===== config.mk =====
export PLATFORM = sky130hd
export DESIGN_NAME = alu_op_sequencer
export DESIGN_NICKNAME = d
export VERILOG_FILES = /design/src/rtl/alu_seq_pkg.sv /design/src/rtl/onehot_dec.sv /design/src/rtl/alu_op_sequencer.sv
export SDC_FILE = /design/constraint.sdc
export NUM_CORES = 1
export LEC_CHECK = 0
export CAP_MARGIN = 10
export CORE_UTILIZATION = 25
export CTS_CLUSTER_DIAMETER = 120
export CTS_CLUSTER_SIZE = 14
export DETAILED_ROUTE_END_ITERATION = 8
export PLACE_DENSITY_LB_ADDON = 0.15
export SYNTH_ARGS = -nofsm -noshare
export SYNTH_HDL_FRONTEND = slang
export SYNTH_SLANG_ARGS = --single-unit

===== constraint.sdc =====
create_clock -name clk -period 2.2 [get_ports clk]
set_clock_uncertainty 0.05 [all_clocks]
set_input_delay 0.33 -clock clk [delete_from_list [all_inputs] [get_ports clk]]
set_output_delay 0.33 -clock clk [all_outputs]
set_load 0.02 [all_outputs]

===== src/rtl/alu_seq_pkg.sv =====
// Shared encodings for the ALU control-step sequencer: state codes, execute modes, ALU selects.
// Latency: n/a (constants only).
// Backpressure: n/a.
package alu_seq_pkg;

  // Control-step encoding; kept as plain constants so older tools that read state dumps see fixed codes.
  typedef logic [3:0] state_t;

  localparam state_t ST_IDLE = 4'd0;
  localparam state_t ST_T0   = 4'd1;
  localparam state_t ST_T1   = 4'd2;
  localparam state_t ST_T1W  = 4'd3;
  localparam state_t ST_T2   = 4'd4;
  localparam state_t ST_T3   = 4'd5;
  localparam state_t ST_T4   = 4'd6;
  localparam state_t ST_T5   = 4'd7;
  localparam state_t ST_T6   = 4'd8;

  // Execute modes carried in the IR mode field.
  localparam logic [1:0] MODE_RR   = 2'd0;
  localparam logic [1:0] MODE_RI   = 2'd1;
  localparam logic [1:0] MODE_HILO = 2'd2;
  localparam logic [1:0] MODE_RSV  = 2'd3;

  // ALU select codes as decoded from the IR op field.
  localparam logic [4:0] ALU_ADD = 5'b00011;
  localparam logic [4:0] ALU_SUB = 5'b00100;
  localparam logic [4:0] ALU_AND = 5'b00101;
  localparam logic [4:0] ALU_OR  = 5'b00110;
  localparam logic [4:0] ALU_SHR = 5'b00111;
  localparam logic [4:0] ALU_SHL = 5'b01001;
  localparam logic [4:0] ALU_ROL = 5'b01110;
  localparam logic [4:0] ALU_ROR = 5'b01111;
  localparam logic [4:0] ALU_MUL = 5'b10000;
  localparam logic [4:0] ALU_DIV = 5'b10001;

endpackage


===== src/rtl/onehot_dec.sv =====
// Register index to one-hot enable decoder with an in-range flag; out-of-range indices give all zeros.
// Latency: combinational.
// Backpressure: none.
module onehot_dec #(
  parameter int N     = 16,
  parameter int IDX_W = 4
) (
  input  logic [IDX_W-1:0] idx,
  output logic [N-1:0]     onehot,
  output logic             vld
);

  // Full-width compare per bit, so an index >= N matches nothing instead of wrapping.
  always_comb begin
    onehot = '0;
    for (int i = 0; i < N; i++) begin
      onehot[i] = (idx == IDX_W'(i));
    end
  end

  assign vld = |onehot;

endmodule


===== src/rtl/alu_op_sequencer.sv =====
// Fetch (T0-T2) and register-ALU execute (T3-T6) control-step generator for the CPU datapath.
// Latency: start to IDLE is 7 cycles (reg-reg/reg-imm), 8 (HI/LO), 5 on abort, plus memory wait cycles.
// Backpressure: start only sampled while ready; T1W holds until mem_ready.
module alu_op_sequencer
  import alu_seq_pkg::*;
#(
  parameter int NUM_REGS = 16,
  parameter int IDX_W    = 4,
  parameter int SEL_W    = 5
) (
  input  logic                clk,
  input  logic                clr,
  input  logic                start,
  output logic                ready,
  output logic                done,
  output logic                err,
  input  logic                mem_ready,
  input  logic [SEL_W-1:0]    ir_op,
  input  logic [1:0]          ir_mode,
  input  logic [IDX_W-1:0]    ir_ra,
  input  logic [IDX_W-1:0]    ir_rb,
  input  logic [IDX_W-1:0]    ir_rc,
  output logic [NUM_REGS-1:0] reg_in,
  output logic [NUM_REGS-1:0] reg_out,
  output logic                pc_out,
  output logic                mar_in,
  output logic                inc_pc,
  output logic                pc_in,
  output logic                read,
  output logic                mdr_in,
  output logic                mdr_out,
  output logic                ir_in,
  output logic                y_in,
  output logic                z_in,
  output logic                zlo_out,
  output logic                zhi_out,
  output logic                lo_in,
  output logic                hi_in,
  output logic                c_out,
  output logic [SEL_W-1:0]    alu_sel
);

  state_t state_q, state_d;

  logic [SEL_W-1:0] op_q;
  logic [1:0]       mode_q;
  logic [IDX_W-1:0] ra_q, rc_q;

  logic                in_t3;
  logic [IDX_W-1:0]    ra_idx, rc_idx;
  logic [NUM_REGS-1:0] ra_oh, rb_oh, rc_oh;
  logic                ra_vld, rb_vld, rc_vld;
  logic                bad_instr;

  assign in_t3 = (state_q == ST_T3);

  // IR only becomes valid entering T3, so T3 decodes the live fields and later steps use the latched copies.
  assign ra_idx = in_t3 ? ir_ra : ra_q;
  assign rc_idx = in_t3 ? ir_rc : rc_q;

  onehot_dec #(.N(NUM_REGS), .IDX_W(IDX_W)) u_dec_rb (
    .idx    (ir_rb),
    .onehot (rb_oh),
    .vld    (rb_vld)
  );

  onehot_dec #(.N(NUM_REGS), .IDX_W(IDX_W)) u_dec_rc (
    .idx    (rc_idx),
    .onehot (rc_oh),
    .vld    (rc_vld)
  );

  onehot_dec #(.N(NUM_REGS), .IDX_W(IDX_W)) u_dec_ra (
    .idx    (ra_idx),
    .onehot (ra_oh),
    .vld    (ra_vld)
  );

  // Only meaningful in T3, where all decoders look at the live IR fields.
  assign bad_instr = (ir_mode == MODE_RSV) | ~ra_vld | ~rb_vld | ~rc_vld;

  // Control-step register; clr drops straight back to IDLE even mid-instruction.
  always_ff @(posedge clk or negedge clr) begin
    if (!clr) begin
      state_q <= ST_IDLE;
    end else begin
      state_q <= state_d;
    end
  end

  // Capture the execute fields on the edge leaving T3.
  always_ff @(posedge clk or negedge clr) begin
    if (!clr) begin
      op_q   <= '0;
      mode_q <= '0;
      ra_q   <= '0;
      rc_q   <= '0;
    end else if (in_t3) begin
      op_q   <= ir_op;
      mode_q <= ir_mode;
      ra_q   <= ir_ra;
      rc_q   <= ir_rc;
    end
  end

  // Step sequencing; start is ignored everywhere but IDLE.
  always_comb begin
    state_d = state_q;
    case (state_q)
      ST_IDLE: if (start) state_d = ST_T0;
      ST_T0:   state_d = ST_T1;
      ST_T1:   state_d = ST_T1W;
      ST_T1W:  if (mem_ready) state_d = ST_T2;
      ST_T2:   state_d = ST_T3;
      ST_T3:   state_d = bad_instr ? ST_IDLE : ST_T4;
      ST_T4:   state_d = ST_T5;
      ST_T5:   state_d = (mode_q == MODE_HILO) ? ST_T6 : ST_IDLE;
      ST_T6:   state_d = ST_IDLE;
      default: state_d = ST_IDLE;
    endcase
  end

  // Strobe decode from registered state and latched fields only.
  always_comb begin
    ready   = 1'b0;
    done    = 1'b0;
    err     = 1'b0;
    reg_in  = '0;
    reg_out = '0;
    pc_out  = 1'b0;
    mar_in  = 1'b0;
    inc_pc  = 1'b0;
    pc_in   = 1'b0;
    read    = 1'b0;
    mdr_in  = 1'b0;
    mdr_out = 1'b0;
    ir_in   = 1'b0;
    y_in    = 1'b0;
    z_in    = 1'b0;
    zlo_out = 1'b0;
    zhi_out = 1'b0;
    lo_in   = 1'b0;
    hi_in   = 1'b0;
    c_out   = 1'b0;
    alu_sel = '0;
    case (state_q)
      ST_IDLE: ready = 1'b1;
      ST_T0: begin
        pc_out = 1'b1;
        mar_in = 1'b1;
        inc_pc = 1'b1;
        z_in   = 1'b1;
      end
      ST_T1: begin
        zlo_out = 1'b1;
        pc_in   = 1'b1;
      end
      ST_T1W: begin
        read   = 1'b1;
        mdr_in = 1'b1;
      end
      ST_T2: begin
        mdr_out = 1'b1;
        ir_in   = 1'b1;
      end
      ST_T3: begin
        y_in    = 1'b1;
        reg_out = rb_oh;
        done    = bad_instr;
        err     = bad_instr;
      end
      ST_T4: begin
        z_in    = 1'b1;
        alu_sel = op_q;
        if (mode_q == MODE_RI) begin
          c_out = 1'b1;
        end else begin
          reg_out = rc_oh;
        end
      end
      ST_T5: begin
        zlo_out = 1'b1;
        if (mode_q == MODE_HILO) begin
          lo_in = 1'b1;
        end else begin
          reg_in = ra_oh;
          done   = 1'b1;
        end
      end
      ST_T6: begin
        zhi_out = 1'b1;
        hi_in   = 1'b1;
        done    = 1'b1;
      end
      default: ;
    endcase
  end

endmodule


==> metrics.csv, run 1 <==
metric,value,unit
area_growth,81.66,%
syn-instance-count,206,
fmax,447.2,MHz
status,"finished, violations left",
cp-end-kind,output pin,
fp.coreArea,6314,sq um
h-tree-depth,1,
cap_violations,0,
setup_tns,-138.3,ps
cp.arrival,1860,ps
placed_area,2635,sq um
nFillCells,649,
grt_pass1_vias,1696,
ys.flop_type,dfrtp_1,
num_rows,29,
critical_path_class,register to output pin,
violations,negative setup slack,
dieWidth,82.60,um
numPortBuffers,77,
rsz0062_at_grt,yes,
ys_types,45,
ir_drop,402.1,uV
routed_wl,5.131,mm
cts_tree,yes,
root_buffer,clkbuf_8,
finalSetupViolCount,13,
p_leak,1.322,nW
yosysWarningCount,0,
hold_path_class,primary input to async pin,
syn_nets,229,
yosys-top-cells-area,"dfrtp_1, nand2_1, nor3_1",
first_pass_iters,4,
holdWs,353.7,ps
relSlewSlack,74.76,%
cts_buffers,3,
synth_top_area_share,29.28,%
ys_seq_area_share,29.28,%
cts.clk_slew.worst_paths,80,ps
syn_area,1624,sq um
setup.worst_path.start_class,register,
clockBufferDepth,2,
fin_crit,2236,ps
dieHeight,82.60,um
cts.sinks,19,
total_power,0.002992,W
grt_max_degree,20,
hold_viol_final,0,
synth_seq_cells,19,
dieArea,6823,sq um
drv_slew,0,
synth_area_per_cell,7.884,sq um
tightest_slew,368.0,ps
insertion_delay,260,ps
grt_overflow,0,
cts_hold_buffers,0,
synth_top_area_cell,dfrtp_1,
grt_first_pass_wirelength,7.921,mm
max_stage_delay,400,ps
yosysMostFrequentCell,nand2_1,
async_reset_ff_share,100.0,%
crit_top_cell,buf_4,
crit_chain,"buf_4, nand2b_4, or3b_4, buf_8, nor3_2, buf_4",
final_nets,332,
place_congestion,0.8166,
start_util,25.72,%
cp_slowest_cell,or3b_4,
synth_common_cells,"nand2_1, nor3_1, dfrtp_1, nor2b_1, o32ai_1",
grtUsageTotal,15.09,%
io-pin-count,78,
vias_per_cell,4.816,
drtAntennaViolNets,0,
worstPathRequired,1820,ps
antenna_found_initial,0,
drc,0,
hpwlAfterDp,3.838,mm
routed-via-count,1854,
setup_slack,-36.06,ps
wl_per_cell,13.33,um
drive_gt1_share,45.13,%
cp_max_fo,9,
dp_slack,-312.6,ps
final_area,2950,sq um
antenna_cells,0,
period_share,101.6,%
p_per_area,1014,nW/um^2
drt_iter0_markers,80,
synth_edf_count,0,
where the power goes:
group / switching, W / total (W) / internal (W)
clock: 0.000116 / 0.000243 / 0.000127
combinational: 0.00114 / 0.00206 / 0.000916
sequential: 0.000174 / 0.000693 / 0.000518
area by class of cell:
cell class | count | area, sq um | area share, %
multi-input combinational | 164 | 1310 | 44.40
timing repair buffer | 116 | 999.7 | 33.88
sequential | 19 | 476.7 | 16.16
tap | 77 | 96.34 | 3.265
clock buffer | 3 | 41.29 | 1.399
inverter | 5 | 18.77 | 0.6361
clock inverter | 1 | 7.507 | 0.2545
cells in the final DEF (no fill, tap or decap), types with 3 or more instances in the layout:
| master | count |
|---|---|
| mux2i_4 | 6 |
| buf_6 | 10 |
| o21ai_0 | 3 |
| nor3_4 | 5 |
| nor2_1 | 7 |
| inv_1 | 3 |
| nor2b_1 | 12 |
| a21oi_1 | 4 |
| o32ai_2 | 10 |
| clkbuf_8 | 3 |
| clkbuf_2 | 7 |
| dfrtp_1 | 18 |
| and2_1 | 5 |
| dlygate4sd2_1 | 9 |
| o22ai_1 | 3 |
| mux2i_2 | 3 |
| buf_2 | 3 |
| clkdlybuf4s50_1 | 22 |
| buf_4 | 56 |
| nand2_1 | 50 |
| nor3_1 | 5 |
| nor3_2 | 11 |
| clkdlybuf4s15_1 | 4 |
| nand2b_1 | 6 |
metrics by stage:
step | util, % | std cells
5_1_grt | 46.73 | 385
4_1_cts | 42.79 | 384
6_report | 46.73 | 385
3_3_place_gp | 41.74 | 379
3_5_place_dp | 41.74 | 379
2_1_floorplan | - | 206
layer usage:
metal	share of wire (%)	routed length [um]	GRT usage, %	up-vias
li1	-	-	-	928
met1	45	2304	20.31	859
met2	48	2454	25.21	65
met3	6.6	339	2.308	2
met4	0.62	32	3.621	0
met5	0	0	0	-
state kept, by name, indices dropped and copies added, names as in the netlist:
signal,count
mode_q,2
op_q,5
ra_q,4
rc_q,4
state_q,4
worst paths after layout:
kind                                           to              startpoint  slack, ps  cells after the start
max in group asynchronous  state_q[2]$_DFFE_PN0P_                     clr       1530                      2
setup / recovery                       reg_in[11]  state_q[3]$_DFFE_PN0P_        -40                      6
min in group clk              op_q[1]$_DFFE_PN0P_     op_q[1]$_DFFE_PN0P_        420                      2
setup reg to reg                rc_q[1]$_DFF_PN0_  state_q[3]$_DFFE_PN0P_        840                      5
hold / removal                op_q[1]$_DFFE_PN0P_                     clr        350                      2
hold reg to reg               op_q[1]$_DFFE_PN0P_     op_q[1]$_DFFE_PN0P_        420                      2
repair_timing:
action | in CTS | in global routing
endpoints found under the setup margin | 55 | 46
cloned | 1 | 0
buffers inserted | 0 | 1
gates resized for setup | 233 | 76
pin swaps | 1 | 12
logic make-up after synthesis:
group / Yosys count / share of synthesized area (%)
compound gates: 24 / 10.79
mux: 14 / 9.322
simple gates: 125 / 40.37
flops: 19 / 29.28
xor+xnor: 1 / 0.5394
buf+inv: 23 / 9.707
worst max-delay path: cells and delay by family (launching register included):
kind / cells / cell delay [ps]
and+or+nand+nor: 3 / 730
buffers and inverters: 3 / 480
DFF: 1 / 380
No activity file was read; power rests on OpenSTA's default activity.
==> run 2, diff against run 1 <==
--- a/config.mk
+++ b/config.mk
@@ -11,6 +11,7 @@
 export CTS_CLUSTER_SIZE = 14
 export DETAILED_ROUTE_END_ITERATION = 8
 export PLACE_DENSITY_LB_ADDON = 0.15
+export SKIP_CTS_REPAIR_TIMING = 1
 export SYNTH_ARGS = -nofsm -noshare
 export SYNTH_HDL_FRONTEND = slang
 export SYNTH_SLANG_ARGS = --single-unit
==> run 2 against run 1 <==
  * The flow still finishes with violations (negative setup slack)
  * Non-clock buffer count down 2
  * Die area unchanged
  * Sequential share of layout area up 0.82 points
  * First-iteration DRC count up 14%
  * Count of clock-buffer cells in the layout unchanged
  * Global-route usage down 0.92 points
  * Via count down 2.8%
  * Flip-flop and latch count unchanged
  * Sequential power about the same
  * Critical path depth down 1
  * Maximum frequency down 0.91%
  * Critical endpoint is now reg_out[4]
  * Final area down 4.8%
==> metrics.csv, run 2 (synthesis results as in run 1) <==
metric,value,unit
status,"finished, violations left",
violations,negative setup slack,
stdcell_count,383,
ff2ff_setup_slack,830,ps
wl_per_cell,13.13,um
drtAntennaViolNets,0,
setup.worst_path.start_class,register,
ir_drop,442.9,uV
grt_overflow,0,
layout_common_cells,"nand2_1, buf_4, clkdlybuf4s50_1, dlymetal6s2s_1, buf_2",
period_share,102.6,%
setup_tns,-479.4,ps
fin_crit,2257,ps
p_leak,1.552,nW
worstRegToRegCells,5,
cts_buffers,3,
clockBufferDepth,2,
grt_first_pass_wirelength,7.465,mm
drc,0,
drt_iter0_markers,91,
rsz0062_at_grt,yes,
drive_gt1_share,36.27,%
routed-via-count,1803,
grt_pass1_vias,1602,
cts.sinks,19,
critical_path_class,register to output pin,
top_register,op_q,
drv_slew,0,
grt_max_degree,20,
antenna_cells,0,
cap_violations,0,
first_pass_iters,4,
fmax,443.1,MHz
dieWidth,82.60,um
cp-end-kind,output pin,
dieHeight,82.60,um
rr_endpoint,rc_q[1]$_DFF_PN0_,
largest_reg_flops,5,
p_per_area,1015,nW/um^2
cts_tree,yes,
hold_viol_final,0,
hold_path_class,primary input to async pin,
antenna_found_initial,0,
cp.arrival,1880,ps
finalSetupViolCount,22,
final_area,2808,sq um
critPathLaunch,state_q[3]$_DFFE_PN0P_,
io-pin-count,78,
dieArea,6823,sq um
h-tree-depth,1,
routed_wl,5.028,mm
vias_per_cell,4.708,
root_buffer,clkbuf_8,
tightest_slew,381.8,ps
area_growth,72.88,%
hpwlAfterDp,3.838,mm
rr_startpoint,state_q[3]$_DFFE_PN0P_,
start_util,25.72,%
place_congestion,0.8166,
numPortBuffers,77,
layout_commonest_cell,nand2_1,
placed_area,2635,sq um
dp.cells,379,
cts.clk_slew.worst_paths,80,ps
fp.coreArea,6314,sq um
cp-endpoint,reg_out[4],
relSlewSlack,74.05,%
num_rows,29,
setup_slack,-56.65,ps
final_nets,330,
holdWs,353.2,ps
grtUsageTotal,14.17,%
cp_max_fo,8,
worstPathRequired,1820,ps
insertion_delay,260,ps
==> run 2: cell types whose count changed in the layout (fill, tap and decap cells not counted), sizes merged <==
cell,previous run,this run
dlymetal6s2s,0,21
dlygate4sd2,9,0
clkbuf,10,4
clkdlybuf4s15,6,0
buf,72,70
==> run 2: worst min-delay path by stage <==
stage                   startpoint                     to  slack [ps]
2_1_floorplan                  clr  mode_q[0]$_DFFE_PN0P_         -20
3_3_place_gp   op_q[1]$_DFFE_PN0P_    op_q[1]$_DFFE_PN0P_         400
5_1_grt                        clr    op_q[1]$_DFFE_PN0P_         370
6_report                       clr    op_q[1]$_DFFE_PN0P_         350
3_5_place_dp   op_q[2]$_DFFE_PN0P_    op_q[2]$_DFFE_PN0P_         410
4_1_cts                        clr    op_q[1]$_DFFE_PN0P_         360
==> run 2: final cells by class <==
class / instances / area [sq um]
clock buffer: 3 / 41.29
clock inverter: 1 / 7.507
fill: 668 / 3506
inverter: 5 / 18.77
multi-input combinational: 164 / 1166
sequential: 19 / 476.7
tap: 77 / 96.34
timing repair buffer: 114 / 1001
==> run 2: where the power goes <==
part / internal [W] / switching [W]
Clock: 0.000127 / 0.000116
Combinational: 0.000901 / 0.00102
Sequential: 0.000518 / 0.000172
Total: 0.00155 / 0.00130
==> run 2: through the flow <==
| stage | power (W) | worst slack [ps] | util (%) |
|---|---|---|---|
| finish | 0.002850 | -56.65 | 44.47 |
| global route | 0.003088 | -165.9 | 44.47 |
| CTS | 0.002670 | -593.0 | 42.51 |
| detailed placement | 0.002413 | -312.6 | 41.74 |
| global placement | 0.002402 | -301.4 | 41.74 |
| floorplan | 0.001733 | 8.690 | - |
==> run 2: per-layer routing <==
layer  global-route usage (%)  up-vias  share of wire (%)  routed length (um)
met4                    3.621        0               0.64                  32
met3                    2.198        2                5.9                 296
met1                    19.24      822                 47                2373
met5                        0        -                  0                   0
li1                         -      921                  -                   -
met2                    23.31       58                 46                2325
==> run 2: critical path, cell delays in order, from the launching register on <==
cell and delay (ps):
dfrtp_1 390, nand4bb_4 270, buf_6 180, or4_1 480
o31ai_1 100, buf_4 200
==> run 3, diff against run 2 <==
--- a/config.mk
+++ b/config.mk
@@ -11,6 +11,7 @@
 export CTS_CLUSTER_SIZE = 14
 export DETAILED_ROUTE_END_ITERATION = 8
 export PLACE_DENSITY_LB_ADDON = 0.15
+export SETUP_SLACK_MARGIN = 0.4
 export SKIP_CTS_REPAIR_TIMING = 1
 export SYNTH_ARGS = -nofsm -noshare
 export SYNTH_HDL_FRONTEND = slang
==> run 3 against run 2 <==
  * Setup slack got worse by 21 ps
  * Via count rose by 4.9%
  * Global-route usage rose by 1.4 points
  * Largest power group unchanged
  * Critical endpoint is now reg_in[15]
  * Register-to-register slack got worse by 90 ps
  * Sequential share of layout area fell by 3.4 points
  * The flow still finishes with violations (negative setup slack)
==> metrics.csv, run 3 (synthesis results as in run 1) <==
metric,value,unit
numPortBuffers,77,
stdcell_count,400,
fmax,439.1,MHz
insertion_delay,250,ps
dp_slack,-406.7,ps
place_congestion,0.7534,
clockBufferDepth,2,
worstPathRequired,1820,ps
setup_slack,-77.23,ps
fp.coreArea,6314,sq um
hold_viol_final,0,
num_rows,29,
first_pass_iters,4,
finalSetupViolCount,28,
cp.arrival,1900,ps
largest_reg_flops,5,
cp_max_fo,8,
drive_gt1_share,56.35,%
cp-end-kind,output pin,
critical_path_class,register to output pin,
cts.clk_slew.worst_paths,70,ps
ir_drop,630.8,uV
dp.cells,380,
grt_max_degree,21,
grt_first_pass_wirelength,8.197,mm
p_per_area,1050,nW/um^2
setup.worst_path.start_class,register,
p_leak,1.593,nW
tightest_slew,386.4,ps
grt_pass1_vias,1722,
dieHeight,82.60,um
drtAntennaViolNets,0,
drt_iter0_markers,59,
vias_per_cell,4.730,
hpwlAfterDp,4.164,mm
top_register,op_q,
start_util,25.72,%
grtUsageTotal,15.53,%
nFillCells,590,
cts_tree,yes,
area_growth,116.3,%
antenna_cells,0,
final_nets,347,
fin_util,55.63,%
dieWidth,82.60,um
period_share,103.5,%
root_buffer,clkbuf_8,
fin_crit,2277,ps
rsz0062_at_grt,yes,
grt_overflow,0,
relSlewSlack,73.69,%
wl_per_cell,14.42,um
drv_slew,0,
layout_common_cells,"nand2_1, buf_4, buf_6, clkdlybuf4s50_1, dfrtp_1",
drc,0,
antenna_found_initial,0,
routed-via-count,1892,
cts.sinks,19,
routed_wl,5.768,mm
cts_buffers,3,
status,"finished, violations left",
cap_violations,0,
hold_path_class,primary input to async pin,
io-pin-count,78,
total_power,0.003687,W
dieArea,6823,sq um
violations,negative setup slack,
h-tree-depth,1,
## run 3: changes by cell type in the layout (fill, tap and decap cells not counted), sizes merged
cell,previous run,this run
buf,70,102
dlymetal6s2s,21,0
clkbuf,4,11
clkinvlp,1,0
## run 3: critical path, cell delays in order (launching register included)
cell and delay [ps]:
dfrtp_1 390, buf_6 130, nand2b_4 130, or3b_4 450, clkbuf_16 200, nor3_4 200
buf_6 140
## run 3: path summary, 6_finish.rpt
path | startpoint | endpoint | slack (ps) | depth (start not counted)
worst min-delay path | clr | ra_q[0]$_DFF_PN0_ | 360 | 2
worst min register to register | op_q[2]$_DFFE_PN0P_ | op_q[2]$_DFFE_PN0P_ | 440 | 2
worst max register to register | state_q[1]$_DFFE_PN0P_ | rc_q[1]$_DFF_PN0_ | 740 | 5
max in group asynchronous | clr | state_q[0]$_DFFE_PN0P_ | 1510 | 2
worst max-delay path | state_q[3]$_DFFE_PN0P_ | reg_in[15] | -80 | 6
min in group clk | op_q[2]$_DFFE_PN0P_ | op_q[2]$_DFFE_PN0P_ | 440 | 2
## run 3: cell type report
class                   count  area (sq um)  share of cell area (%)
multi-input cells         164          1583                   45.07
repair buffers            131          1292                   36.80
flip-flops and latches     19         476.7                   13.57
well taps                  77         96.34                   2.743
clock buffers               4         45.04                   1.283
inverters                   5         18.77                  0.5344
## run 3: metal layers
layer / up-vias / track usage (%) / share of wire (%)
li1: 952 / - / -
met3: 2 / 3.187 / 4.6
met2: 49 / 25.45 / 49
met1: 889 / 22.09 / 47
met5: - / 0 / 0
met4: 0 / 0.5172 / 0.14
## run 3: report_power, final
part	switching, W	internal (W)
clock network	0.000113	0.000129
registers	0.000171	0.000519
logic	0.00148	0.00128
## run 3: through the flow
stage / area (sq um) / hold WS [ps] / setup TNS, ps
floorplan: 2086 / -15.59 / 0
global placement: 3120 / 399.1 / -9737
detailed placement: 3120 / 409.1 / -10580
CTS: 3166 / 372.1 / -22690
global route: 3512 / 401.4 / -3110
finish: 3512 / 357.5 / -1066
